File: config.mk
export PLATFORM = sky130hd
export DESIGN_NAME = bit_brick_flat
export DESIGN_NICKNAME = d
export VERILOG_FILES = /design/src/rtl/bit_brick_pkg.sv /design/src/rtl/bit_brick_if.sv /design/src/rtl/bit_brick_core.sv /design/src/rtl/bit_brick.sv /design/src/flat_wrapper.sv
export SDC_FILE = /design/constraint.sdc
export NUM_CORES = 1
export LEC_CHECK = 0
export CAP_MARGIN = 20
export CORE_AREA = 2 2 50 52
export CTS_BUF_LIST = sky130_fd_sc_hd__clkbuf_2
export CTS_CLUSTER_DIAMETER = 120
export DETAILED_ROUTE_END_ITERATION = 12
export DIE_AREA = 0 0 52 54
export GPL_ROUTABILITY_DRIVEN = 0
export PLACE_DENSITY = 0.43
export SLEW_MARGIN = 15
export SYNTH_ARGS = -nofsm -noshare
export SYNTH_HDL_FRONTEND = slang
export SYNTH_HIERARCHICAL = 1
export SYNTH_SLANG_ARGS = --single-unit
File: constraint.sdc
create_clock -name clk -period 1.7 [get_ports clk]
set_clock_uncertainty 0.05 [all_clocks]
set_input_delay 0.255 -clock clk [delete_from_list [all_inputs] [get_ports clk]]
set_output_delay 0.255 -clock clk [all_outputs]
set_load 0.01 [all_outputs]
File: src/rtl/bit_brick_pkg.sv
// Shared constants, types and operand-extension helper for the bit_brick multiplier primitive.
package bit_brick_pkg;

  localparam int BB_IN_W  = 2;
  localparam int BB_EXT_W = 3;
  localparam int BB_P_W   = 6;
  localparam int BB_SH_W  = 3;

  typedef logic signed [BB_EXT_W-1:0] bb_ext_t;
  typedef logic signed [BB_P_W-1:0]   bb_prod_t;

  // The sign flag decides whether the top operand bit is replicated or zero-filled.
  function automatic bb_ext_t ext_operand(logic [BB_IN_W-1:0] v, logic s);
    return signed'({s & v[BB_IN_W-1], v});
  endfunction

endpackage

File: src/rtl/bit_brick_if.sv
// Operand/result bundle for bit_brick; shamt and p_sh exist only when BIT_BRICK_SHIFT_EN is defined.
interface bit_brick_if
`ifdef BIT_BRICK_SHIFT_EN
  #(parameter int OUT_W = 16)
`endif
  ;
  import bit_brick_pkg::*;

  logic                 in_valid;
  logic [BB_IN_W-1:0]   x;
  logic [BB_IN_W-1:0]   y;
  logic                 sx;
  logic                 sy;
  bb_prod_t             p;
  logic                 out_valid;
`ifdef BIT_BRICK_SHIFT_EN
  logic [BB_SH_W-1:0]   shamt;
  logic signed [OUT_W-1:0] p_sh;

  modport master (output in_valid, x, y, sx, sy, shamt, input p, out_valid, p_sh);
  modport slave  (input in_valid, x, y, sx, sy, shamt, output p, out_valid, p_sh);
`else
  modport master (output in_valid, x, y, sx, sy, input p, out_valid);
  modport slave  (input in_valid, x, y, sx, sy, output p, out_valid);
`endif

endinterface

File: src/rtl/bit_brick_core.sv
// Combinational core: widens each 2-bit operand by its sign flag and forms the 6-bit signed product.
module bit_brick_core
  import bit_brick_pkg::*;
(
  input  logic [BB_IN_W-1:0] x,
  input  logic [BB_IN_W-1:0] y,
  input  logic               sx,
  input  logic               sy,
  output bb_prod_t           prod
);

  bb_ext_t  xe;
  bb_ext_t  ye;
  bb_prod_t xw;
  bb_prod_t yw;

  // Operands lie in -2..3, so the product (-6..9) always fits in 6 bits.
  always_comb begin
    xe   = ext_operand(x, sx);
    ye   = ext_operand(y, sy);
    xw   = bb_prod_t'(xe);
    yw   = bb_prod_t'(ye);
    prod = xw * yw;
  end

endmodule

File: src/rtl/bit_brick.sv
// Registered 2x2 bit-fusion multiplier brick; BIT_BRICK_SHIFT_EN adds a shifted, sign-extended output p_sh.
module bit_brick
  import bit_brick_pkg::*;
#(
  parameter int OUT_W = 16
) (
  input logic       clk,
  input logic       rst_n,
  bit_brick_if.slave bus
);

  if (OUT_W < 13) begin : g_out_w_chk
    $error("bit_brick: OUT_W must be at least 13");
  end

  bb_prod_t prod_p0;
  bb_prod_t p_p1;
  logic     vld_p1;

  bit_brick_core u_core (
    .x    (bus.x),
    .y    (bus.y),
    .sx   (bus.sx),
    .sy   (bus.sy),
    .prod (prod_p0)
  );

  // p0 -> p1: capture on valid only, so idle operands never reach p.
  always_ff @(posedge clk or negedge rst_n) begin
    if (!rst_n) begin
      p_p1   <= '0;
      vld_p1 <= 1'b0;
    end else begin
      vld_p1 <= bus.in_valid;
      if (bus.in_valid) p_p1 <= prod_p0;
    end
  end

  assign bus.p         = p_p1;
  assign bus.out_valid = vld_p1;

`ifdef BIT_BRICK_SHIFT_EN
  logic signed [OUT_W-1:0] p_sh_p1;

  function automatic logic signed [OUT_W-1:0] place_prod(bb_prod_t v, logic [BB_SH_W-1:0] sh);
    logic signed [OUT_W-1:0] w;
    w = OUT_W'(v);
    return w <<< sh;
  endfunction

  always_ff @(posedge clk or negedge rst_n) begin
    if (!rst_n) begin
      p_sh_p1 <= '0;
    end else if (bus.in_valid) begin
      p_sh_p1 <= place_prod(prod_p0, bus.shamt);
    end
  end

  assign bus.p_sh = p_sh_p1;
`endif

endmodule

File: src/flat_wrapper.sv
// flat-port wrapper written by rule: the top's interface ports become plain ports
module bit_brick_flat import bit_brick_pkg::*;
#(
  parameter int OUT_W = 16
)
  (clk, rst_n, bus_in_valid, bus_x, bus_y, bus_sx, bus_sy, bus_p, bus_out_valid);
  bit_brick_if bus_i ();
  input logic clk;
  input logic rst_n;
  input wire logic [$bits(bus_i.in_valid)-1:0] bus_in_valid;
  input wire logic [$bits(bus_i.x)-1:0] bus_x;
  input wire logic [$bits(bus_i.y)-1:0] bus_y;
  input wire logic [$bits(bus_i.sx)-1:0] bus_sx;
  input wire logic [$bits(bus_i.sy)-1:0] bus_sy;
  output wire logic [$bits(bus_i.p)-1:0] bus_p;
  output wire logic [$bits(bus_i.out_valid)-1:0] bus_out_valid;
  assign bus_i.in_valid = bus_in_valid;
  assign bus_i.x = bus_x;
  assign bus_i.y = bus_y;
  assign bus_i.sx = bus_sx;
  assign bus_i.sy = bus_sy;
  assign bus_p = bus_i.p;
  assign bus_out_valid = bus_i.out_valid;
  bit_brick #(.OUT_W(OUT_W)) u_core (.clk(clk), .rst_n(rst_n), .bus(bus_i));
endmodule
**After elaboration in Yosys (flattened, before gate mapping)**

Cells that the tools add are included.

- Register bits: 7
- Output and inout port bits: 7
- Word-level logic and storage cells: 5

- Multiply operators: 1
- Bitwise logic cells: 2

Operator list:

| operator | count |
|---|---|
| $mul A3 B3 Y6 | 1 |
| $and A1 B1 Y1 | 2 |

**Depth between registers and ports, before layout**

- Depth in word-level cells: 2
- Mapped depth: 11
- Mapped depth without buffers: 11

**By module**

Netlist, hierarchy kept.

By module, submodules not included:

| module | times used | cells an instance | area each (µm²) | seq. area each (µm²) |
|---|---|---|---|---|
| bit_brick | 1 | 14 | 276.5 | 175.2 |
| bit_brick_core | 1 | 30 | 260.2 | 0.0 |

**Worst setup path after synthesis**

Ideal clock, no wire load.

- Path type: input port to flip-flop
- Start point: in bus_sy
- End point: reg u_core.p_p1[5], in the netlist u_core/bus.p[5]
- Arrival time: 2.699 ns
- Path slack: -1.174 ns
- Stages on the path: 11
- Cells stage by stage: nand2_2 or2_1 fa_1 inv_1 ha_1 a31o_1 ha_1 fa_1 xnor2_1 xnor2_1 mux2_4

- Longest elaborated chain between the ends: 2

Ends and longest elaborated chain:

| element | line | RTL |
|---|---|---|
| start, declared | flat_wrapper.sv:14 | `input wire logic [$bits(bus_i.sy)-1:0] bus_sy;` |
| $and A1 B1 Y1 | bit_brick_pkg.sv:14 | `return signed'({s & v[BB_IN_W-1], v});` |
| $mul A3 B3 Y6 | bit_brick_core.sv:23 | `prod = xw * yw;` |
| via u_core.prod_p0[5] | bit_brick.sv:16 | `bb_prod_t prod_p0;` |
| end signal, assigned | bit_brick.sv:35 | `if (bus.in_valid) p_p1 <= prod_p0;` |
| end, declared | bit_brick.sv:17 | `bb_prod_t p_p1;` |

The timed path passes the listed nets, and every way through them passes these cells.
A chain may end at the register's enable or synchronous reset.

**Worst setup path in the final report**

- Start point: in bus_y[1]
- End point: reg u_core.p_p1[5], in the netlist u_core/bus.p[5]

- Longest elaborated chain between the ends: 2

Ends and longest elaborated chain:

| element | line | RTL |
|---|---|---|
| start, declared | flat_wrapper.sv:12 | `input wire logic [$bits(bus_i.y)-1:0] bus_y;` |
| $and A1 B1 Y1 | bit_brick_pkg.sv:14 |  |
| $mul A3 B3 Y6 * | bit_brick_core.sv:23 |  |
| via u_core.prod_p0[5] | bit_brick.sv:16 |  |

Mark *: on every way through the listed nets, which the timed path passes. The rest lies on a longest branch.

==> run summary <==
CTS tree - done
Reg clk slew, reported paths - 0.07 ns
Hold slack - 0.231 ns
Final HPWL DP - 886 um
Pwr dens - 650 mW/mm2
Routed vias/inst - 3.93
Drt first pass iters - 1
Final core utilization - 39.4%
Initial Util - 23.1%
Worst Path Required - 1.76 ns
Tightest Hold Check Type - input pin to async pin
Fmax - 392 MHz
CTS Buf Count - 3
Endpoints failing setup - 4
Global Route Usage Sum - 9.45%
Fillers - 231
Final min period - 2.55 ns
Post-synthesis sequential area ratio - 32.6%
Max Cap Viol - 0
Die width - 52 um
Slew Limit Fails - 0
RSZ-0062 raised after global routing - yes
Port Buffer Count - 15
Root Driver - clkbuf_2
DRC Markers - 0
Cell Count, Final, Fillers Out - 107
Period utilisation layout - 150%
Total power - 0.593 mW
Syn_nets - 62
Synth warn - 6
Crit path kind - input pin to flop
Status - finished, violations left
P_leak - 0.455 nW
Wire length of the first global-routing pass - 1810 um
DIE AREA - 0.00281 mm2
GRT Residual Overflow - 0
Worst VDD drop - 0.255 mV
I/O Pins - 16
Setup crit start kind - input pin
Num rows - 18
Chip height - 54 um
Crit. End Element - flop
CP max FO - 3
Cts-stage hold buffer count - 0
Arrival time worst endpoint - 2.61 ns
Mean Syn Cell Area - 12.2 um2
Number of global-route vias before repair - 439
Clk_lat worst skew - 0.21 ns
Setup ws final - -0.849 ns
Mapped Cells - 44
Synth Cell Area - 537 um2
Inst Count DP - 100
Worst slew pin tran - 0.303 ns
Post-synthesis cell type count - 16
Clock sink count - 7
Initial DRC Count - 0
H-tree depth - 1
WL final - 1020 um
Final nets - 96
Max-slew headroom - 79.7%
Post-Place Worst Slack - -1.61 ns
CTS Buffer Depth - 2
Endpoints failing hold - 0
# diodes - 0
DRT antenna net count - 0
Area Overhead vs Synth - 70.2%
Failing checks - setup timing
Initial antenna violation count - 0
Layout cells sized above 1 - 50.6%
Flops & latches, synth - 7
Largest net degree at the start of global routing - 8
WL per Instance - 9.54 um
Core box area - 0.00232 mm2
Via count - 420
[layout make-up]
type | count | area (um2) | share of cell area, %
Tap cell | 30 | 37.5 | 4.11
Inverter | 5 | 18.8 | 2.05
Sequential cell | 7 | 175 | 19.2
Multi-Input combinational cell | 31 | 388 | 42.5
Clock buffer | 4 | 20.0 | 2.19
Timing Repair Buffer | 30 | 274 | 30.0
[final timing paths]
check                                 from         endpoint  slack, ns  cells after the start
max in group asynchronous            rst_n  u_core/bus.p[3]       1.13                      1
min in group clk                  bus_x[0]  u_core/bus.p[0]       0.36                      3
min                                  rst_n  u_core/bus.p[4]       0.23                      1
max reg2reg                u_core/bus.p[5]  u_core/bus.p[5]       0.89                      1
max                               bus_y[1]  u_core/bus.p[5]      -0.85                     12
min reg2reg                u_core/bus.p[3]  u_core/bus.p[3]       0.46                      1
[cells in the final DEF (no fill, tap or decap), drive strengths merged, types with 3 or more instances in the layout]
cell / n
buf: 19
ha: 6
and2: 3
clkdlybuf4s50: 9
dfrtp: 7
fa: 3
mux2: 6
inv: 5
clkbuf: 4
xnor2: 3
[registers in the layout, summed over array words and instances (netlist names)]
name,cells
u_core/bus.p,6
u_core/bus.out_valid,1
[synth_stat cells, drive strengths merged]
cell / number / area (um2)
nor2b: 1 / 6.26
fa: 3 / 60.1
xor2: 1 / 8.76
ha: 6 / 75.1
inv: 5 / 18.8
buf: 1 / 11.3
dfrtp: 7 / 175
and2: 3 / 18.8
mux2: 6 / 90.1
or2: 2 / 12.5
nand2: 2 / 10.0
xnor2: 3 / 26.3
a31o: 1 / 8.76
nand3: 2 / 10.0
a21oi: 1 / 5.00
[kinds of logic (layout without fill, tap and decap cells)]
logic type | after synthesis | after routing | synth area share (%)
buf+inv | 6 | 39 | 5.59
fa+ha+maj | 9 | 9 | 25.2
flops | 7 | 7 | 32.6
xor+xnor | 4 | 4 | 6.53
simple gates | 10 | 10 | 10.7
compound gates | 2 | 2 | 2.56
mux | 6 | 6 | 16.8
[per-stage QoR]
step           area [um2]  setup TNS (ns)
6_report              913           -2.24
5_1_grt               913           -2.46
4_1_cts               911           -2.20
3_5_place_dp          842           -5.15
3_3_place_gp          842           -5.13
2_1_floorplan         576           -2.15
[what timing repair did]
action,CTS,global route
setup buffers,3,0
endpoints found under the setup margin,4,4
gates resized for setup,32,1
pin swaps,11,4
[metal layers]
| metal | up-vias | part of all wire, % | track usage [%] |
|---|---|---|---|
| met5 | - | 0 | 0 |
| met1 | 193 | 39 | 9.76 |
| met4 | 0 | 0.98 | 7.89 |
| li1 | 214 | - | - |
| met2 | 11 | 53 | 17.3 |
| met3 | 2 | 6.1 | 0.833 |
[where the power goes]
part           internal [mW]  leakage [nW]  switching, mW
clock                 0.0624        0.0166         0.0536
sequential             0.196        0.0858         0.0160
combinational          0.176         0.352         0.0889
total                  0.435         0.455          0.159
[worst max-delay path, stage by stage]
cell and delay, ns:
buf_8 0.09, nand2_8 0.04, or2_4 0.23, fa_1 0.55, inv_2 0.05, ha_4 0.20, a31o_1 0.17, ha_2 0.17
fa_2 0.35, xnor2_2 0.14, xnor2_1 0.12, mux2_4 0.25
(Power assumes the default switching activity.)
